<file path="src/rtl/slot_pkg.sv">
// Shared constants for the slot machine button path.
//   N_STOP                  : number of reels / stop buttons
//   reel_e                  : reel index names (LEFT = 0 is the leftmost reel)
//   DEFAULT_DEBOUNCE_CYCLES : stable cycles needed to accept a level change
//   DEFAULT_CNT_W           : debounce counter width (2**W > DEBOUNCE_CYCLES)
//   lowest_set()            : isolates the lowest set bit of a stop vector
package slot_pkg;

  localparam int unsigned N_STOP = 3;

  typedef enum int unsigned {
    LEFT   = 0,
    MIDDLE = 1,
    RIGHT  = 2
  } reel_e;

  localparam int unsigned DEFAULT_DEBOUNCE_CYCLES = 20000;
  localparam int unsigned DEFAULT_CNT_W           = 15;

  // Two's-complement trick: v & -v keeps only the least significant set bit.
  function automatic logic [N_STOP-1:0] lowest_set(input logic [N_STOP-1:0] v);
    return v & (-v);
  endfunction

endpackage

</file>
<file path="src/rtl/slot_button_conditioner_if.sv">
// Button-side bus of the slot button conditioner.
//   btn_start_raw : raw start button (asynchronous)
//   btn_stop_raw  : raw stop buttons, index 0 = left reel
//   start_pulse   : one-cycle pulse per accepted start press
//   stop_pulse    : one-hot (or zero) pulse per accepted stop press
//   btn_level     : debounced levels {stops, start}, bit 0 = start
//   stop_pending  : accepted stop presses still waiting to be issued
// Modports: master = board/driver side, slave = conditioner side.
interface slot_button_conditioner_if;
  import slot_pkg::*;

  logic              btn_start_raw;
  logic [N_STOP-1:0] btn_stop_raw;
  logic              start_pulse;
  logic [N_STOP-1:0] stop_pulse;
  logic [N_STOP:0]   btn_level;
  logic              stop_pending;

  modport master (
    output btn_start_raw, btn_stop_raw,
    input  start_pulse, stop_pulse, btn_level, stop_pending
  );

  modport slave (
    input  btn_start_raw, btn_stop_raw,
    output start_pulse, stop_pulse, btn_level, stop_pending
  );

endinterface

</file>
<file path="src/rtl/slot_debounce.sv">
// Per-button conditioner: 2-flop synchroniser, debounce counter, level
// register and a registered press pulse that rises together with level.
//   clock, reset : system clock, asynchronous active-high reset
//   raw          : raw button input, asynchronous to clock
//   level        : debounced level (1 = pressed)
//   press        : one-cycle pulse on the edge where level goes 0 -> 1
// Config macro BTN_ACTIVE_LOW_EN: when defined, raw is inverted before the
// synchroniser (pulled-up buttons, pressed = 0).
module slot_debounce
  import slot_pkg::*;
#(
  parameter int unsigned DEBOUNCE_CYCLES = DEFAULT_DEBOUNCE_CYCLES,
  parameter int unsigned CNT_W           = DEFAULT_CNT_W
) (
  input  logic clock,
  input  logic reset,
  input  logic raw,
  output logic level,
  output logic press
);

  logic             raw_in;
  logic             sync_1;
  logic             sync_2;
  logic [CNT_W-1:0] cnt;

`ifdef BTN_ACTIVE_LOW_EN
  assign raw_in = ~raw;
`else
  assign raw_in = raw;
`endif

  always_ff @(posedge clock or posedge reset) begin
    if (reset) begin
      sync_1 <= 1'b0;
      sync_2 <= 1'b0;
      cnt    <= '0;
      level  <= 1'b0;
      press  <= 1'b0;
    end else begin
      sync_1 <= raw_in;
      sync_2 <= sync_1;
      press  <= 1'b0;
      if (sync_2 == level) begin
        cnt <= '0;
      end else if (cnt == CNT_W'(DEBOUNCE_CYCLES - 1)) begin
        // Disagreement held for DEBOUNCE_CYCLES cycles: accept the new level.
        cnt   <= '0;
        level <= ~level;
        press <= ~level;
      end else begin
        cnt <= cnt + CNT_W'(1);
      end
    end
  end

endmodule

</file>
<file path="src/rtl/slot_button_conditioner.sv">
// Turns raw start/stop push-buttons into clean one-clock pulses for the
// slot body. One slot_debounce per button; stop presses are serialised by a
// lowest-index-first arbiter with a pending register so none are lost.
//   clock : system clock, rising edge
//   reset : asynchronous active-high reset, clears all state
//   btn   : slot_button_conditioner_if.slave (raw buttons in, pulses out)
// Config macro BTN_ACTIVE_LOW_EN (handled inside slot_debounce).
module slot_button_conditioner
  import slot_pkg::*;
#(
  parameter int unsigned DEBOUNCE_CYCLES = DEFAULT_DEBOUNCE_CYCLES,
  parameter int unsigned CNT_W           = DEFAULT_CNT_W
) (
  input logic                       clock,
  input logic                       reset,
  slot_button_conditioner_if.slave  btn
);

  logic [N_STOP:0]   raw_all;
  logic [N_STOP:0]   level_all;
  logic [N_STOP:0]   press_all;
  logic [N_STOP-1:0] pending;
  logic [N_STOP-1:0] req;
  logic [N_STOP-1:0] grant;
  logic              start_q;
  logic [N_STOP-1:0] stop_q;

  // Bit 0 is start, bits N_STOP:1 are the stop buttons.
  assign raw_all = {btn.btn_stop_raw, btn.btn_start_raw};

  for (genvar i = 0; i < N_STOP + 1; i++) begin : g_btn
    slot_debounce #(
      .DEBOUNCE_CYCLES (DEBOUNCE_CYCLES),
      .CNT_W           (CNT_W)
    ) u_debounce (
      .clock (clock),
      .reset (reset),
      .raw   (raw_all[i]),
      .level (level_all[i]),
      .press (press_all[i])
    );
  end

  // A new press of an already-pending bit merges into the OR.
  always_comb begin
    req   = pending | press_all[N_STOP:1];
    grant = lowest_set(req);
  end

  always_ff @(posedge clock or posedge reset) begin
    if (reset) begin
      start_q <= 1'b0;
      stop_q  <= '0;
      pending <= '0;
    end else begin
      start_q <= press_all[0];
      stop_q  <= grant;
      pending <= req & ~grant;
    end
  end

  assign btn.start_pulse  = start_q;
  assign btn.stop_pulse   = stop_q;
  assign btn.btn_level    = level_all;
  assign btn.stop_pending = |pending;

endmodule

</file>
<file path="src/flat_wrapper.sv">
// flat-port wrapper written by rule: the top's interface ports become plain ports
module slot_button_conditioner_flat import slot_pkg::*;
#(
  parameter int unsigned DEBOUNCE_CYCLES = DEFAULT_DEBOUNCE_CYCLES,
  parameter int unsigned CNT_W           = DEFAULT_CNT_W
)
  (clock, reset, btn_btn_start_raw, btn_btn_stop_raw, btn_start_pulse, btn_stop_pulse, btn_btn_level, btn_stop_pending);
  slot_button_conditioner_if btn_i ();
  input logic clock;
  input logic reset;
  input wire logic [$bits(btn_i.btn_start_raw)-1:0] btn_btn_start_raw;
  input wire logic [$bits(btn_i.btn_stop_raw)-1:0] btn_btn_stop_raw;
  output wire logic [$bits(btn_i.start_pulse)-1:0] btn_start_pulse;
  output wire logic [$bits(btn_i.stop_pulse)-1:0] btn_stop_pulse;
  output wire logic [$bits(btn_i.btn_level)-1:0] btn_btn_level;
  output wire logic [$bits(btn_i.stop_pending)-1:0] btn_stop_pending;
  assign btn_i.btn_start_raw = btn_btn_start_raw;
  assign btn_i.btn_stop_raw = btn_btn_stop_raw;
  assign btn_start_pulse = btn_i.start_pulse;
  assign btn_stop_pulse = btn_i.stop_pulse;
  assign btn_btn_level = btn_i.btn_level;
  assign btn_stop_pending = btn_i.stop_pending;
  slot_button_conditioner #(.DEBOUNCE_CYCLES(DEBOUNCE_CYCLES), .CNT_W(CNT_W)) u_core (.clock(clock), .reset(reset), .btn(btn_i));
endmodule
</file>
<file path="config.mk">
export PLATFORM = sky130hd
export DESIGN_NAME = slot_button_conditioner_flat
export DESIGN_NICKNAME = d
export VERILOG_FILES = /design/src/rtl/slot_pkg.sv /design/src/rtl/slot_button_conditioner_if.sv /design/src/rtl/slot_debounce.sv /design/src/rtl/slot_button_conditioner.sv /design/src/flat_wrapper.sv
export SDC_FILE = /design/constraint.sdc
export NUM_CORES = 1
export LEC_CHECK = 0
export BUFFER_PORTS_ARGS = -buffer_cell sky130_fd_sc_hd__buf_2
export CAP_MARGIN = 20
export CORE_MARGIN = 4
export CORE_UTILIZATION = 50
export CTS_CLUSTER_DIAMETER = 120
export DETAILED_ROUTE_END_ITERATION = 6
export GPL_ROUTABILITY_DRIVEN = 0
export GPL_TIMING_DRIVEN = 0
export PLACE_DENSITY_LB_ADDON = 0.25
export SLEW_MARGIN = 10
export SYNTH_ARGS = -nofsm -noshare
export SYNTH_HDL_FRONTEND = slang
export SYNTH_SLANG_ARGS = --single-unit
</file>
<file path="constraint.sdc">
create_clock -name clock -period 5.6 [get_ports clock]
set_input_delay 1.68 -clock clock [delete_from_list [all_inputs] [get_ports clock]]
set_output_delay 1.68 -clock clock [all_outputs]
set_load 0.02 [all_outputs]
</file>
==> impl_metrics.tcl <==
set metrics [dict create \
    clockPowerShare 0.377 \
    root_buffer "clkbuf_8" \
    antenna_found_initial 0 \
    drt_iter0_drc 56 \
    grt_overflow 0 \
    ant_nets 0 \
    wl_per_cell_um 13.02 \
    synth_seq_area_share 0.5634 \
    status "completed" \
    worst_slack_ns 2.733 \
    p_leak_nw 1.769 \
    dp_hpwl_mm 4.235 \
    p_sw_frac 0.2177 \
    cts_made_buffers 9 \
    multiInputGateArea_um2 1493 \
    fin_total_pwr_mw 1.043 \
    tightest_slew_ns 0.4855 \
    synth_top_cell_by_area "dfrtp_1" \
    grt_pass1_wl_mm 10.83 \
    core_um2 6944 \
    grt_max_degree 46 \
    drt-pass1-iter-count 4 \
    cts_tree "yes" \
    postCtsSetupRepairBufs 0 \
    finalWirelength_mm 6.066 \
    fin_tns_setup_ns 0 \
    clk_path_buf_depth 2 \
    place_area_um2 3862 \
    path_class "register to output port" \
    cp_data_required_time_ns 3.92 \
    yosys.area.top_type_share 0.5634 \
    holdBufCountCts 0 \
    ioPinCount 15 \
    syn_avg_cell_area_um2 10.68 \
    crit_fanout 3 \
    start_kind "register" \
    synth_seq_cells 82 \
    syn_area_um2 3642 \
    period_minus_slack_ns 2.867 \
    worstPathArrival_ns 1.19 \
    routed_via_density 5.251 \
    hold_path_class "register to register" \
    cts_resized 0 \
    netlist_top_cells_area "dfrtp_1 (56%), xnor2_1 (6.7%), nor2_1 (6.7%)" \
    powerDensity_nw_per_um2 258.3 \
    hold_viol_final 0 \
    first_global_vias 2428 \
    numPortBuffers 14 \
    final_nets 377 \
    fin_cells 466 \
    rows 30 \
    clkTransAtPathRegs_ns 0.08 \
    grt_setup_unrepaired "no" \
    netlist_instances 341 \
    place_inst 452 \
    period_share 0.5120 \
    combPwrFrac 0.037 \
    area_growth_pct 10.82 \
    internal_power_mw 0.8156 \
    ir_worst_vdd_uv 123.0 \
    place_ws_ns 3.089 \
    vias 2447 \
    grtUsageTotal 0.1570 \
    final_area_um2 4036 \
    syn_nets 351 \
    dieHeight_um 93.35 \
    insertion_delay_ns 0.34 \
    antennaDiodeCount 0 \
    cts_sinks 82 \
    drive_gt1_frac 0.1081 \
    final-seq-area_um2 2052 \
    slew_headroom 0.6763 \
    synth.distinct_cells 32 \
    fillers 602 \
    setup_viol 0 \
    fmax_mhz 348.7 \
    dieArea_um2 8714 \
    htree_levels 3 \
    clock-skew-final_ns 0.009976 \
    critPathCaptureType "output port" \
    p_sw_mw 0.2269 \
    drcViolationCount 0 \
    seqPwrFrac 0.586 \
    yosysWarnings 0 \
    start_util 0.5245 \
    slew_viol_final 0 \
    die_x_um 93.35 \
    maxCapViolCount 0 \
]
-- metrics by stage --
stage	util	hold slack (ns)
after floorplan	-	0.3312
after global placement	0.5519	0.3317
after detailed placement	0.5562	0.3379
after CTS	0.5813	0.3424
after global routing	0.5813	0.3625
final	0.5813	0.3387
-- power by group through the flow --
stage / clock network, mW / registers, mW / logic (mW)
after floorplan: 0 / 0.620 / 0.0279
after global placement: 0 / 0.622 / 0.0364
after detailed placement: 0 / 0.622 / 0.0404
after CTS: 0.410 / 0.610 / 0.0404
after global routing: 0.431 / 0.612 / 0.0458
final: 0.393 / 0.610 / 0.0386
-- sequential cells by signal (all words and copies together), names as in the netlist --
register / flops
u_core.g_btn.u_debounce.level: 4
u_core.btn.start_pulse: 1
u_core.g_btn.u_debounce.sync_1: 4
u_core.g_btn.u_debounce.cnt: 60
u_core.g_btn.u_debounce.sync_2: 4
u_core.g_btn.u_debounce.press: 4
u_core.btn.stop_pulse: 3
u_core.pending: 2
-- layout by cell type (no fill, tap or decap), types with 7 or more instances in the layout --
cell	Yosys	routed
xnor2_1	28	28
nor2_1	65	65
nand4_1	22	22
nor4_1	7	7
and4_1	9	9
clkbuf_8	0	9
dfrtp_1	82	82
clkbuf_1	8	10
nor3_1	12	12
buf_2	0	14
xor2_1	27	27
nand3_1	20	20
nand2_1	14	14
-- synthesized netlist by cell type --
cell / n
buf_4: 4
ha_1: 4
and2_1: 2
or4_4: 1
nand3_1: 20
o31ai_1: 1
nand2_1: 14
or3_1: 1
and4_1: 9
xnor2_1: 28
a21oi_1: 1
nor4_1: 7
or4b_1: 1
buf_6: 1
nor3b_1: 4
mux2_2: 3
or4_1: 1
nor2b_1: 2
nor2_1: 65
inv_1: 7
nor4bb_1: 1
nor4b_1: 3
nor3_1: 12
or2_2: 1
mux2_4: 1
xor2_1: 27
clkbuf_1: 8
and3_1: 4
nand2b_1: 3
nand4_1: 22
dfrtp_1: 82
nand2_2: 1
-- cell families after synthesis --
| family | synth area share |
|---|---|
| multiplexers | 0.01340 |
| AND/OR/NAND/NOR | 0.2470 |
| AO/OA/AOI/OAI | 0.003435 |
| XOR/XNOR | 0.1323 |
| flip-flops | 0.5634 |
| adder cells (fa/ha/maj) | 0.01374 |
| buffers and inverters | 0.02680 |
-- layer usage --
layer / GRT usage / wire length [um]
met1: 0.2056 / 2897
met2: 0.2418 / 2894
met3: 0.05632 / 222
met4: 0.05372 / 53
met5: 0 / 0
-- layout make-up --
type | count | area share
tap | 96 | 0.02976
timing repair buffer | 15 | 0.02418
clock inverter | 3 | 0.01054
multi-input combinational | 239 | 0.3698
inverter | 7 | 0.007130
buffer | 13 | 0.01767
sequential | 82 | 0.5084
clock buffer | 11 | 0.03255
-- critical path, cell delays in order, from the launching register on --
cell,delay (ns)
dfrtp_1,0.41
or2_2,0.28
buf_2,0.16
-- worst paths after layout --
check	startpoint	endpoint	slack [ns]	depth (start not counted)
max	u_core.pending[1]$_DFF_PP0_	btn_stop_pending	2.73	2
min	u_core.g_btn[0].u_debounce.press$_DFF_PP0_	u_core.btn.start_pulse$_DFF_PP0_	0.34	0
max reg2reg	u_core.g_btn[3].u_debounce.cnt[0]$_DFF_PP0_	u_core.g_btn[3].u_debounce.cnt[10]$_DFF_PP0_	3.54	7
min reg2reg	u_core.g_btn[0].u_debounce.press$_DFF_PP0_	u_core.btn.start_pulse$_DFF_PP0_	0.34	0
max in group asynchronous	reset	u_core.btn.stop_pulse[2]$_DFF_PP0_	3.65	3
min in group asynchronous	reset	u_core.g_btn[0].u_debounce.cnt[11]$_DFF_PP0_	1.37	2
(Power assumes the default switching activity.)
